--- src/rtl/mem_port_arbiter.sv ---
// Memory port arbiter: shares one SRAM-like port between the fetch and data
// requesters. One transaction is outstanding at a time. Data has priority
// over fetch, except that a fetch which has lost STARVE_LIMIT arbitrations
// in a row wins the next one. A fetch cancel drops the in-flight inst
// response while letting the memory transaction finish normally.
module mem_port_arbiter #(
    parameter int STARVE_LIMIT = 4,
    parameter int CNT_W        = 3
) (
    input  logic        clk,
    input  logic        reset,
    // fetch requester
    input  logic        inst_req,
    input  logic [31:0] inst_addr,
    input  logic        inst_cancel,
    output logic        inst_addr_ok,
    output logic        inst_data_ok,
    output logic [31:0] inst_rdata,
    // data requester
    input  logic        data_req,
    input  logic        data_wr,
    input  logic [3:0]  data_wstrb,
    input  logic [31:0] data_addr,
    input  logic [31:0] data_wdata,
    output logic        data_addr_ok,
    output logic        data_data_ok,
    output logic [31:0] data_rdata,
    // memory port
    output logic        mem_req,
    output logic        mem_wr,
    output logic [3:0]  mem_wstrb,
    output logic [31:0] mem_addr,
    output logic [31:0] mem_wdata,
    input  logic        mem_addr_ok,
    input  logic        mem_data_ok,
    input  logic [31:0] mem_rdata
);

    typedef enum logic [1:0] {
        ARB  = 2'd0,
        REQ  = 2'd1,
        RESP = 2'd2
    } state_t;

    localparam logic [CNT_W-1:0] LIMIT = CNT_W'(STARVE_LIMIT);

    state_t           state_q, state_d;
    logic             owner_inst_q, owner_inst_d;   // 1 = fetch owns the port
    logic             drop_q, drop_d;               // discard pending inst response
    logic [CNT_W-1:0] starve_cnt_q, starve_cnt_d;
    logic [31:0]      addr_q, addr_d;
    logic             wr_q, wr_d;
    logic [3:0]       wstrb_q, wstrb_d;
    logic [31:0]      wdata_q, wdata_d;
    logic             win_inst;

    // State and latched-request registers; synchronous reset back to idle ARB
    always_ff @(posedge clk) begin
        if (reset) begin
            state_q      <= ARB;
            owner_inst_q <= 1'b0;
            drop_q       <= 1'b0;
            starve_cnt_q <= '0;
            addr_q       <= '0;
            wr_q         <= 1'b0;
            wstrb_q      <= '0;
            wdata_q      <= '0;
        end else begin
            state_q      <= state_d;
            owner_inst_q <= owner_inst_d;
            drop_q       <= drop_d;
            starve_cnt_q <= starve_cnt_d;
            addr_q       <= addr_d;
            wr_q         <= wr_d;
            wstrb_q      <= wstrb_d;
            wdata_q      <= wdata_d;
        end
    end

    // Next-state, arbitration decision and handshake outputs
    always_comb begin
        state_d      = state_q;
        owner_inst_d = owner_inst_q;
        drop_d       = drop_q;
        starve_cnt_d = starve_cnt_q;
        addr_d       = addr_q;
        wr_d         = wr_q;
        wstrb_d      = wstrb_q;
        wdata_d      = wdata_q;
        win_inst     = 1'b0;

        inst_addr_ok = 1'b0;
        inst_data_ok = 1'b0;
        inst_rdata   = '0;
        data_addr_ok = 1'b0;
        data_data_ok = 1'b0;
        data_rdata   = '0;
        mem_req      = 1'b0;
        mem_wr       = 1'b0;
        mem_wstrb    = '0;
        mem_addr     = '0;
        mem_wdata    = '0;

        unique case (state_q)
            ARB: begin
                if (inst_req || data_req) begin
                    win_inst     = inst_req && (!data_req || starve_cnt_q == LIMIT);
                    owner_inst_d = win_inst;
                    drop_d       = 1'b0;
                    state_d      = REQ;
                    if (win_inst) begin
                        // fetches are always reads
                        addr_d       = inst_addr;
                        wr_d         = 1'b0;
                        wstrb_d      = '0;
                        wdata_d      = '0;
                        starve_cnt_d = '0;
                    end else begin
                        addr_d  = data_addr;
                        wr_d    = data_wr;
                        wstrb_d = data_wstrb;
                        wdata_d = data_wdata;
                        if (inst_req && starve_cnt_q != LIMIT)
                            starve_cnt_d = starve_cnt_q + 1'b1;
                    end
                end
            end
            REQ: begin
                mem_req   = 1'b1;
                mem_wr    = wr_q;
                mem_wstrb = wstrb_q;
                mem_addr  = addr_q;
                mem_wdata = wdata_q;
                if (inst_cancel && owner_inst_q)
                    drop_d = 1'b1;
                if (mem_addr_ok) begin
                    inst_addr_ok = owner_inst_q;
                    data_addr_ok = !owner_inst_q;
                    state_d      = RESP;
                end
            end
            RESP: begin
                if (mem_data_ok) begin
                    // a cancel arriving together with the response still kills it
                    if (owner_inst_q) begin
                        inst_data_ok = !drop_q && !inst_cancel;
                        inst_rdata   = mem_rdata;
                    end else begin
                        data_data_ok = 1'b1;
                        data_rdata   = mem_rdata;
                    end
                    drop_d  = 1'b0;
                    state_d = ARB;
                end else if (inst_cancel && owner_inst_q) begin
                    drop_d = 1'b1;
                end
            end
            default: state_d = ARB;
        endcase

        // hold every output quiet while reset is asserted
        if (reset) begin
            inst_addr_ok = 1'b0;
            inst_data_ok = 1'b0;
            inst_rdata   = '0;
            data_addr_ok = 1'b0;
            data_data_ok = 1'b0;
            data_rdata   = '0;
            mem_req      = 1'b0;
            mem_wr       = 1'b0;
            mem_wstrb    = '0;
            mem_addr     = '0;
            mem_wdata    = '0;
        end
    end

endmodule

--- config.mk ---
export PLATFORM = sky130hd
export DESIGN_NAME = mem_port_arbiter
export DESIGN_NICKNAME = d
export VERILOG_FILES = /design/src/rtl/mem_port_arbiter.sv
export SDC_FILE = /design/constraint.sdc
export NUM_CORES = 1
export LEC_CHECK = 0
export CAP_MARGIN = 20
export CORE_MARGIN = 2
export CORE_UTILIZATION = 40
export DETAILED_ROUTE_END_ITERATION = 8
export PLACE_DENSITY = 0.87
export SYNTH_ARGS = -nofsm -noshare
export SYNTH_HDL_FRONTEND = slang
export SYNTH_SLANG_ARGS = --single-unit
export TNS_END_PERCENT = 30
--- constraint.sdc ---
create_clock -name clk -period 2.6 [get_ports clk]
set_input_delay 0.52 -clock clk [delete_from_list [all_inputs] [get_ports clk]]
set_output_delay 0.52 -clock clk [all_outputs]
set_load 0.01 [all_outputs]
# Word level (Yosys, flattened, before mapping)
# Cells that the tools add are included.
[totals]
regBits = 76
in_bits = 140
output_inout_bits = 138
elab_cells = 79
[op_classes]
add_sub_neg = 1
eq_ne = 7
n_mux = 46
reduce_logical = 17
[ops]
columns = ["cell", "n"]
rows = [
  ["$mux W32", 14],
  ["$mux W1", 22],
  ["$mux W4", 3],
  ["$mux W2", 3],
  ["$mux W3", 2],
  ["$ne A2 B2 Y1 const B", 3],
  ["$pmux W2 S3", 1],
  ["$reduce_and A3 Y1", 2],
  ["$logic_and A1 B1 Y1", 4],
  ["$logic_not A1 Y1", 4],
  ["$reduce_and A2 Y1", 2],
  ["$add A3 B1 Y3 const B", 1],
  ["$eq A3 B3 Y1 const B", 1],
  ["$ne A3 B3 Y1 const B", 1],
  ["$pmux W1 S3", 1],
  ["$reduce_bool A3 Y1", 1],
  ["$eq A2 B1 Y1 const B", 1],
  ["$eq A2 B2 Y1 const B", 1],
  ["$logic_not A2 Y1", 1],
  ["$logic_or A1 B1 Y1", 2],
  ["$reduce_bool A2 Y1", 1],
]

# Longest topological paths before layout
# Gate-level depths: netlist (run 1).
[logic_depth]
ltp_word = 6
ltp_mapped = 7
mapped_depth_nobuf = 5

# Worst setup path before layout (run 1)
# OpenSTA, ideal clock, no wires.
[synth_timing]
path_kind = "input to output"
from = "in reset"
to = "out inst_rdata[10]"
arrival_time_ns = 1.461
required_time_ns = 2.080
slack_ns = 0.619
cell_stages = 4
path_buffers = 2
path_cell_list = "clkbuf_1 -> nor3b_1 -> clkbuf_1 -> and2_1"
[synth_between]
elab_chain_cells = 1
[synth_lines]
columns = ["item", "line", "source"]
rows = [
  ["start, declared", "11", "input logic reset,"],
  ["$mux W32", "162", "if (reset) begin"],
  ["end, declared", "18", "output logic [31:0] inst_rdata,"],
]
# No other way between the ends.

# Final worst setup path (run 1)
[layout_timing]
from = "reg state_q[1]"
to = "out mem_wdata[1]"
[layout_between]
elab_chain_cells = 3
[layout_lines]
columns = ["item", "line", "source"]
rows = [
  ["start, declared", "47", "state_t state_q, state_d;"],
  ["start signal, assigned", "69", "state_q <= state_d;"],
  ["$eq A2 B1 Y1", "104", "unique case (state_q)"],
  ["$mux W32", "104", ""],
  ["$mux W32", "162", ""],
  ["end, declared", "33", "output logic [31:0] mem_wdata,"],
]
# No other way between the ends.

==> flow_summary_export.csv, run 1 <==
group,metric,value,unit
status,run_status,"finished with violations",
status,failed_checks,"setup timing",
power_and_ir_drop,power.density_cell_area,531,nW/µm²
global_route,grt_overflow,0,
floorplan,die_area,11700,µm²
layout,final_util,71.7,%
route,total_vias_in_the_final_route,5134,
flow_run,timing.max_cap.violations,0,
yosys,yosys.cell_types.count,31,
yosys,synth_edf_count,0,
global_route,grt_pass1_vias,4817,
worst_setup_path,cp_data_required_time,2.08,ns
power_and_ir_drop,vdd.ir_drop.worst,0.000405,V
layout,area_delta_synth_final,77.0,%
layout,design_area,7670,µm²
clocking,cts_max_path_buffers,2,
timing,setup-violations-final,3,
worst_setup_path,worst-path-max-fanout,18,
min_path,worst_hold_path.num_cells,2,
route,routed_wirelength,16.3,mm
timing,hold_ws,0.458,ns
placement,routabilityCongestion,0.848,
yosys,netlist_area_before_placement,4340,µm²
clocking,hold_buffers,0,
global_route,grt_max_degree,60,
yosys,post-synth-top-area-cell,"dfxtp_1",
floorplan,initial_core_util,40.5,%
yosys,syn_inst,563,
min_path,min_path_type,"reg2reg",
global_route,grt_antenna_before_repair,0,
floorplan,row_cnt,38,
yosys,yosys.cell_count.top_type,"and2_1",
power_and_ir_drop,combPwrFrac,34.2,%
power_and_ir_drop,cell_internal_power,2800,µW
yosys,synth_top_cells_by_area,"dfxtp_1, and2_1, a311oi_1",
timing,timing.final.crit_period,2.60,ns
worst_setup_path,timing.critical_path.arrival,2.08,ns
floorplan,die_w,108,µm
power_and_ir_drop,power.net_switching,1270,µW
floorplan,chipHeight,108,µm
placement,port-buffer-count,277,
clocking,worstSkewPairLatency,0.35,ns
timing,final.period_utilization,100,%
timing,hold_viol,0,
worst_setup_path,worstSetupStartpointType,"flip-flop",
worst_setup_path,timing.setup.critical_path_class,"reg2out",
route,wl_per_cell,17.0,µm
clocking,tritoncts.num_buffers,9,
timing,grt_setup_unrepaired,"yes",
worst_setup_path,worst-r2r-cell-count,6,
yosys,postSynthAreaPerCell,7.70,µm²
yosys,synth_seq_cells,76,
power_and_ir_drop,switching_share,31.3,%
timing,finalMaxSlewViolations,0,
placement,placed_cell_area,7240,µm²
yosys,synth.net_count,711,
route,route.detailed.vias_per_inst,5.36,
yosys,synth_sequential_area_ratio,35.1,%
power_and_ir_drop,p_leak,0.00412,µW
layout,num-nets-final,960,
clocking,clock_tree_from_tritoncts,"built",
timing,timing.clock.skew,0.00768,ns
layout,final_layout_size_suffix_gt1_share,6.61,%
route,drtAntennaViolNets,0,
global_route,grt_pass1_wl,23.7,mm
route,drc,0,
power_and_ir_drop,fin_total_pwr,4070,µW
clocking,cts_root_buf,"clkbuf_8",
yosys,post_synth_most_frequent_cells,"and2_1, dfxtp_1, nand2_1, a21oi_1, o211ai_1",
timing,worst_slew_pin_slew,0.485,ns
clocking,clk_pin_slew,0.08,ns
route,drtIter0Drc,304,
yosys,main_flop_type_after_synthesis,"dfxtp_1",
clocking,clock_sink_count,76,
yosys,yosys.area.top_type_share,35.1,%
worst_setup_path,critical_path.endpoint_type,"primary output",
layout,number_of_diodes_added_for_antenna_fixing,0,
floorplan,io_pins,278,
timing,max_clock_freq,384,MHz
power_and_ir_drop,p_seq_share,36.7,%
route,first_pass_iters,4,
placement,dp_hpwl,11.8,mm
power_and_ir_drop,clockPowerShare,29.0,%
clocking,cts.htree.levels,3,
floorplan,core_area,10700,µm²
timing,final.setup.worst_slack,-0.00187,ns
yosys,synth.yosys.warnings,0,
timing,relSlewSlack,67.7,%
yosys,ys_async_sr_fraction,0,%
global_route,grt.total_usage,25.8,%
[stage by stage]
step                      worst slack, ns  instances  TNS (ns)
after floorplan                     0.619        563         0
after global placement             -0.120        938     -5.27
after detailed placement           -0.151        938     -6.34
after CTS                         -0.0918        956     -4.89
after global routing              -0.0945        957     -1.09
final                            -0.00187        957  -0.00326
[path summary, 6_finish.rpt]
kind                            slack [ns]            start      endpoint
worst max-delay path                -0.002       state_q[1]  mem_wdata[1]
worst min-delay path                  0.46       wdata_q[5]    wdata_q[5]
worst max register to register        0.92  starve_cnt_q[0]     addr_q[8]
worst min register to register        0.46       wdata_q[5]    wdata_q[5]
[sequential cells by signal, indices dropped and copies added, names as in the netlist]
name and count:
wdata_q 32, wstrb_q 4, addr_q 32, drop_q 1, starve_cnt_q 3, owner_inst_q 1, wr_q 1, state_q 2
[what timing repair did]
item                                    CTS  global route
endpoints found under the setup margin  138           102
hold endpoints to repair                  0             0
gates cloned                              1             0
pin swaps                                 1             0
setup buffers                             1             1
gates resized for setup                  77            74
[power by group through the flow]
stage               Combinational (µW)  Clock, µW  Sequential, µW
floorplan                          804          0            1480
global placement                  1340          0            1500
detailed placement                1380          0            1520
CTS                               1390       1210            1490
global route                      1520       1260            1520
finish                            1390       1180            1500
[critical path: stages (launching register included)]
cell and delay, ns:
dfxtp_2 0.35, inv_2 0.09, ha_2 0.21, nor2b_4 0.22, buf_8 0.18, and2_1 0.15
clkdlybuf4s50_1 0.54
[cell type report]
type / instances / area, µm²
flip-flops and latches: 76 / 1520
multi-input cells: 421 / 2560
fillers: 821 / 3020
clock inverters: 3 / 90.1
clock buffers: 13 / 179
repair buffers: 298 / 3120
well taps: 140 / 175
inverters: 6 / 22.5
[placed cells by master (no fill, tap or decap), drive strengths merged, types with 2 or more instances in the layout]
master         instances
nand2                 43
ha                     8
clkbuf                15
dfxtp                 76
o211ai                37
inv                    6
bufinv                 3
nand3                 32
clkdlybuf4s15          6
dlymetal6s2s          58
nor2b                  3
buf                   21
a311oi                33
and2                 133
nand2b                 2
nor3b                  4
a21oi                 42
nand4                  3
o31ai                  2
nor2                  34
o21ai                 35
dlygate4sd2           58
clkdlybuf4s50        152
or3                    2
[layer usage]
metal | global-route usage [%] | part of all wire [%] | vias to the layer above | routed length [µm]
met2 | 49.6 | 53 | 235 | 8710
met1 | 26.5 | 36 | 2411 | 5890
met4 | 13.7 | 3.8 | 0 | 612
li1 | - | - | 2455 | -
met5 | 0 | 0 | - | 0
met3 | 4.28 | 6.8 | 33 | 1110
[logic make-up after synthesis]
| kind of cell | share of synthesized area [%] |
|---|---|
| compound gates | 23.5 |
| fa+ha+maj | 2.31 |
| buf+inv | 6.90 |
| flops | 35.1 |
| simple gates | 32.1 |
Note: power is estimated with default switching activity, not from simulation.
==> inputs of run 2 (changes only) <==
--- a/config.mk
+++ b/config.mk
@@ -9,6 +9,7 @@
 export CORE_MARGIN = 2
 export CORE_UTILIZATION = 40
 export DETAILED_ROUTE_END_ITERATION = 8
+export GPL_TIMING_DRIVEN = 0
 export PLACE_DENSITY = 0.87
 export SYNTH_ARGS = -nofsm -noshare
 export SYNTH_HDL_FRONTEND = slang
==> constraint.sdc (replaced) <==
create_clock -name clk -period 3.17 [get_ports clk]
set_input_delay 0.634 -clock clk [delete_from_list [all_inputs] [get_ports clk]]
set_output_delay 0.634 -clock clk [all_outputs]
set_load 0.01 [all_outputs]
==> run 2 against run 1 <==
The flow now finishes without violations; cell count rose by 4.3%; critical path depth did not move; flip-flop and latch count unchanged; worst setup slack better by 0.085 ns; cell area fell by 1.2%; global-route usage up 2.0 points.
==> flow_summary_export.csv, run 2 (synthesized netlist as in run 1, its figures left out) <==
group,metric,value,unit
placement,dp_worst_setup_slack,-0.328,ns
global_route,grt_overflow,0,
timing,final.setup.tns,0,ns
min_path,hold_path_start,"wdata_q[12]",
power_and_ir_drop,cell_internal_power,2120,µW
worst_setup_path,origin_of_the_critical_flop_to_flop_path,"state_q[0]",
power_and_ir_drop,power.density_cell_area,424,nW/µm²
floorplan,row_cnt,38,
worst_setup_path,setup.reg_to_reg.worst_slack,1.26,ns
layout,num-nets-final,999,
global_route,grt_most_used_layer,"met2",
clocking,worstSkewPairLatency,0.36,ns
floorplan,core_area,10700,µm²
route,wl_per_cell,17.1,µm
worst_setup_path,critical_path.endpoint_type,"primary output",
route,routed_wirelength,17.1,mm
layout,fillerInstances,855,
min_path,worst_hold_path.num_cells,2,
power_and_ir_drop,power.net_switching,1090,µW
route,first_pass_iters,5,
timing,timing.clock.skew,0.0106,ns
worst_setup_path,cp_data_required_time,2.54,ns
min_path,min_path_type,"reg2reg",
timing,final.period_utilization,97.4,%
timing,final.setup.worst_slack,0.0831,ns
placement,dp_hpwl,13.3,mm
floorplan,chipHeight,108,µm
timing,finalMaxSlewViolations,0,
layout,layout_top_registers,"addr_q (32), wdata_q (32), wstrb_q (4)",
worst_setup_path,timing.critical_path.arrival,2.45,ns
layout,final_common_cell,"clkdlybuf4s50_1",
clocking,clock_tree_from_tritoncts,"built",
flow_run,timing.max_cap.violations,0,
worst_setup_path,worst-path-max-fanout,10,
floorplan,die_w,108,µm
layout,area_delta_synth_final,74.9,%
clocking,clk_pin_slew,0.07,ns
layout,final-instance-count-excl-fill,998,
timing,relSlewSlack,61.9,%
placement,routabilityCongestion,0.872,
power_and_ir_drop,clockPowerShare,25.4,%
worst_setup_path,r2r-end,"addr_q[16]",
global_route,grt_util_met2,51.4,%
floorplan,initial_core_util,40.5,%
global_route,grt.total_usage,27.8,%
clocking,cts_max_path_buffers,2,
min_path,hold-path-endpoint,"wdata_q[12]",
placement,numPlacedInstances,979,
layout,layout_common_cells,"clkdlybuf4s50_1, and2_1, dfxtp_1",
timing,timing.final.crit_period,3.09,ns
worst_setup_path,cp_slowest_cell,"clkdlybuf4s50_1",
clocking,cts_root_buf,"clkbuf_8",
power_and_ir_drop,combPwrFrac,36.4,%
layout,final_layout_size_suffix_gt1_share,6.89,%
floorplan,io_pins,278,
placement,placed_cell_area,7270,µm²
power_and_ir_drop,vdd.ir_drop.worst,0.000321,V
timing,setup-violations-final,0,
route,total_vias_in_the_final_route,5266,
status,run_status,"complete, no violations",
worst_setup_path,timing.setup.critical_path_class,"in2out",
worst_setup_path,worstSetupStartpointType,"input pin",
route,drc,0,
global_route,grt.met3_usage,4.52,%
global_route,grt_antenna_before_repair,2,
power_and_ir_drop,p_leak,0.00290,µW
worst_setup_path,critical_path.cell_chain,"clkdlybuf4s50_1 -> nand2_2 -> nor3b_4 -> buf_6 -> and2_1 -> clkdlybuf4s50_1",
global_route,grt_pass1_vias,5033,
floorplan,die_area,11700,µm²
timing,max_clock_freq,324,MHz
worst_setup_path,cp_common_cell,"clkdlybuf4s50_1",
route,drtAntennaViolNets,0,
power_and_ir_drop,fin_total_pwr,3210,µW
worst_setup_path,worst-r2r-cell-count,6,
global_route,met1_usage,30.3,%
power_and_ir_drop,switching_share,33.9,%
placement,port-buffer-count,276,
route,drtIter0Drc,286,
route,route.detailed.vias_per_inst,5.28,
global_route,grt_pass1_wl,25.3,mm
timing,worst_slew_pin_slew,0.572,ns
timing,hold_viol,0,
global_route,grt_max_degree,14,
clocking,clock_sink_count,76,
power_and_ir_drop,p_seq_share,38.2,%
layout,design_area,7580,µm²
clocking,cts.htree.levels,3,
clocking,tritoncts.num_buffers,9,
worst_setup_path,timing.critical_path.slowest_cell_delay,0.57,ns
-- run 2: cell count changes in the layout (fill, tap and decap cells not counted), moves of 4 or more --
| cell | change |
|---|---|
| clkdlybuf4s50_1 | +118 |
| dlygate4sd2_1 | -58 |
| dlymetal6s2s_1 | -52 |
| buf_2 | +18 |
| clkbuf_1 | +18 |
| buf_12 | -8 |
| clkdlybuf4s15_1 | -6 |
| clkbuf_2 | +5 |
| buf_1 | +4 |
| buf_6 | +4 |
| clkbuf_8 | -4 |
-- run 2: cell type report --
type / instances / area [µm²] / area share [%]
multi-input cells: 421 / 2540 / 33.5
repair buffers: 277 / 2790 / 36.7
plain buffers: 60 / 318 / 4.19
flip-flops and latches: 76 / 1520 / 20.1
clock inverters: 7 / 91.3 / 1.20
well taps: 140 / 175 / 2.31
diodes: 2 / 5.00 / 0.0660
inverters: 6 / 22.5 / 0.297
clock buffers: 9 / 124 / 1.63
-- run 2: metrics by stage --
stage | utilization, % | hold slack (ns)
6_report | 70.9 | 0.454
3_5_place_dp | 68.0 | 0.445
2_1_floorplan | - | 0.432
4_1_cts | 70.4 | 0.456
3_3_place_gp | 68.0 | 0.438
5_1_grt | 70.9 | 0.475
-- run 2: what timing repair did --
item                                    4_1_cts  5_1_grt
endpoints found under the setup margin      130      117
hold buffers                                  0        0
gates resized for setup                      15       28
pin swaps                                     0        1
buffers inserted                              0        1
-- run 2: worst max-delay path by stage --
stage,slack [ns],endpoint,depth (start not counted),startpoint
after floorplan,0.96,inst_rdata[10],4,reset
after global placement,-0.27,inst_rdata[13],6,mem_data_ok
after CTS,-0.004,inst_rdata[13],6,mem_data_ok
final,0.08,inst_rdata[1],6,mem_data_ok
after detailed placement,-0.33,inst_rdata[13],6,mem_data_ok
after global routing,-0.003,data_rdata[10],6,mem_data_ok
-- run 2: layer usage --
layer / routed length (µm) / vias up / share of wire [%]
met2: 9120 / 238 / 53
li1: - / 2537 / -
met5: 0 / - / 0
met4: 641 / 0 / 3.8
met1: 6190 / 2452 / 36
met3: 1110 / 39 / 6.5
-- run 2: critical path: cells and delay by family --
family | cells | cell delay [ns]
buffers and inverters | 3 | 1.26
AND/OR/NAND/NOR | 3 | 0.56
-- run 2: power by group through the flow --
stage          Clock [µW]  Sequential, µW  Combinational, µW
6_report              815            1230               1170
5_1_grt               870            1250               1280
4_1_cts               826            1230               1160
3_5_place_dp            0            1250               1140
3_3_place_gp            0            1230               1110
2_1_floorplan           0            1210                659
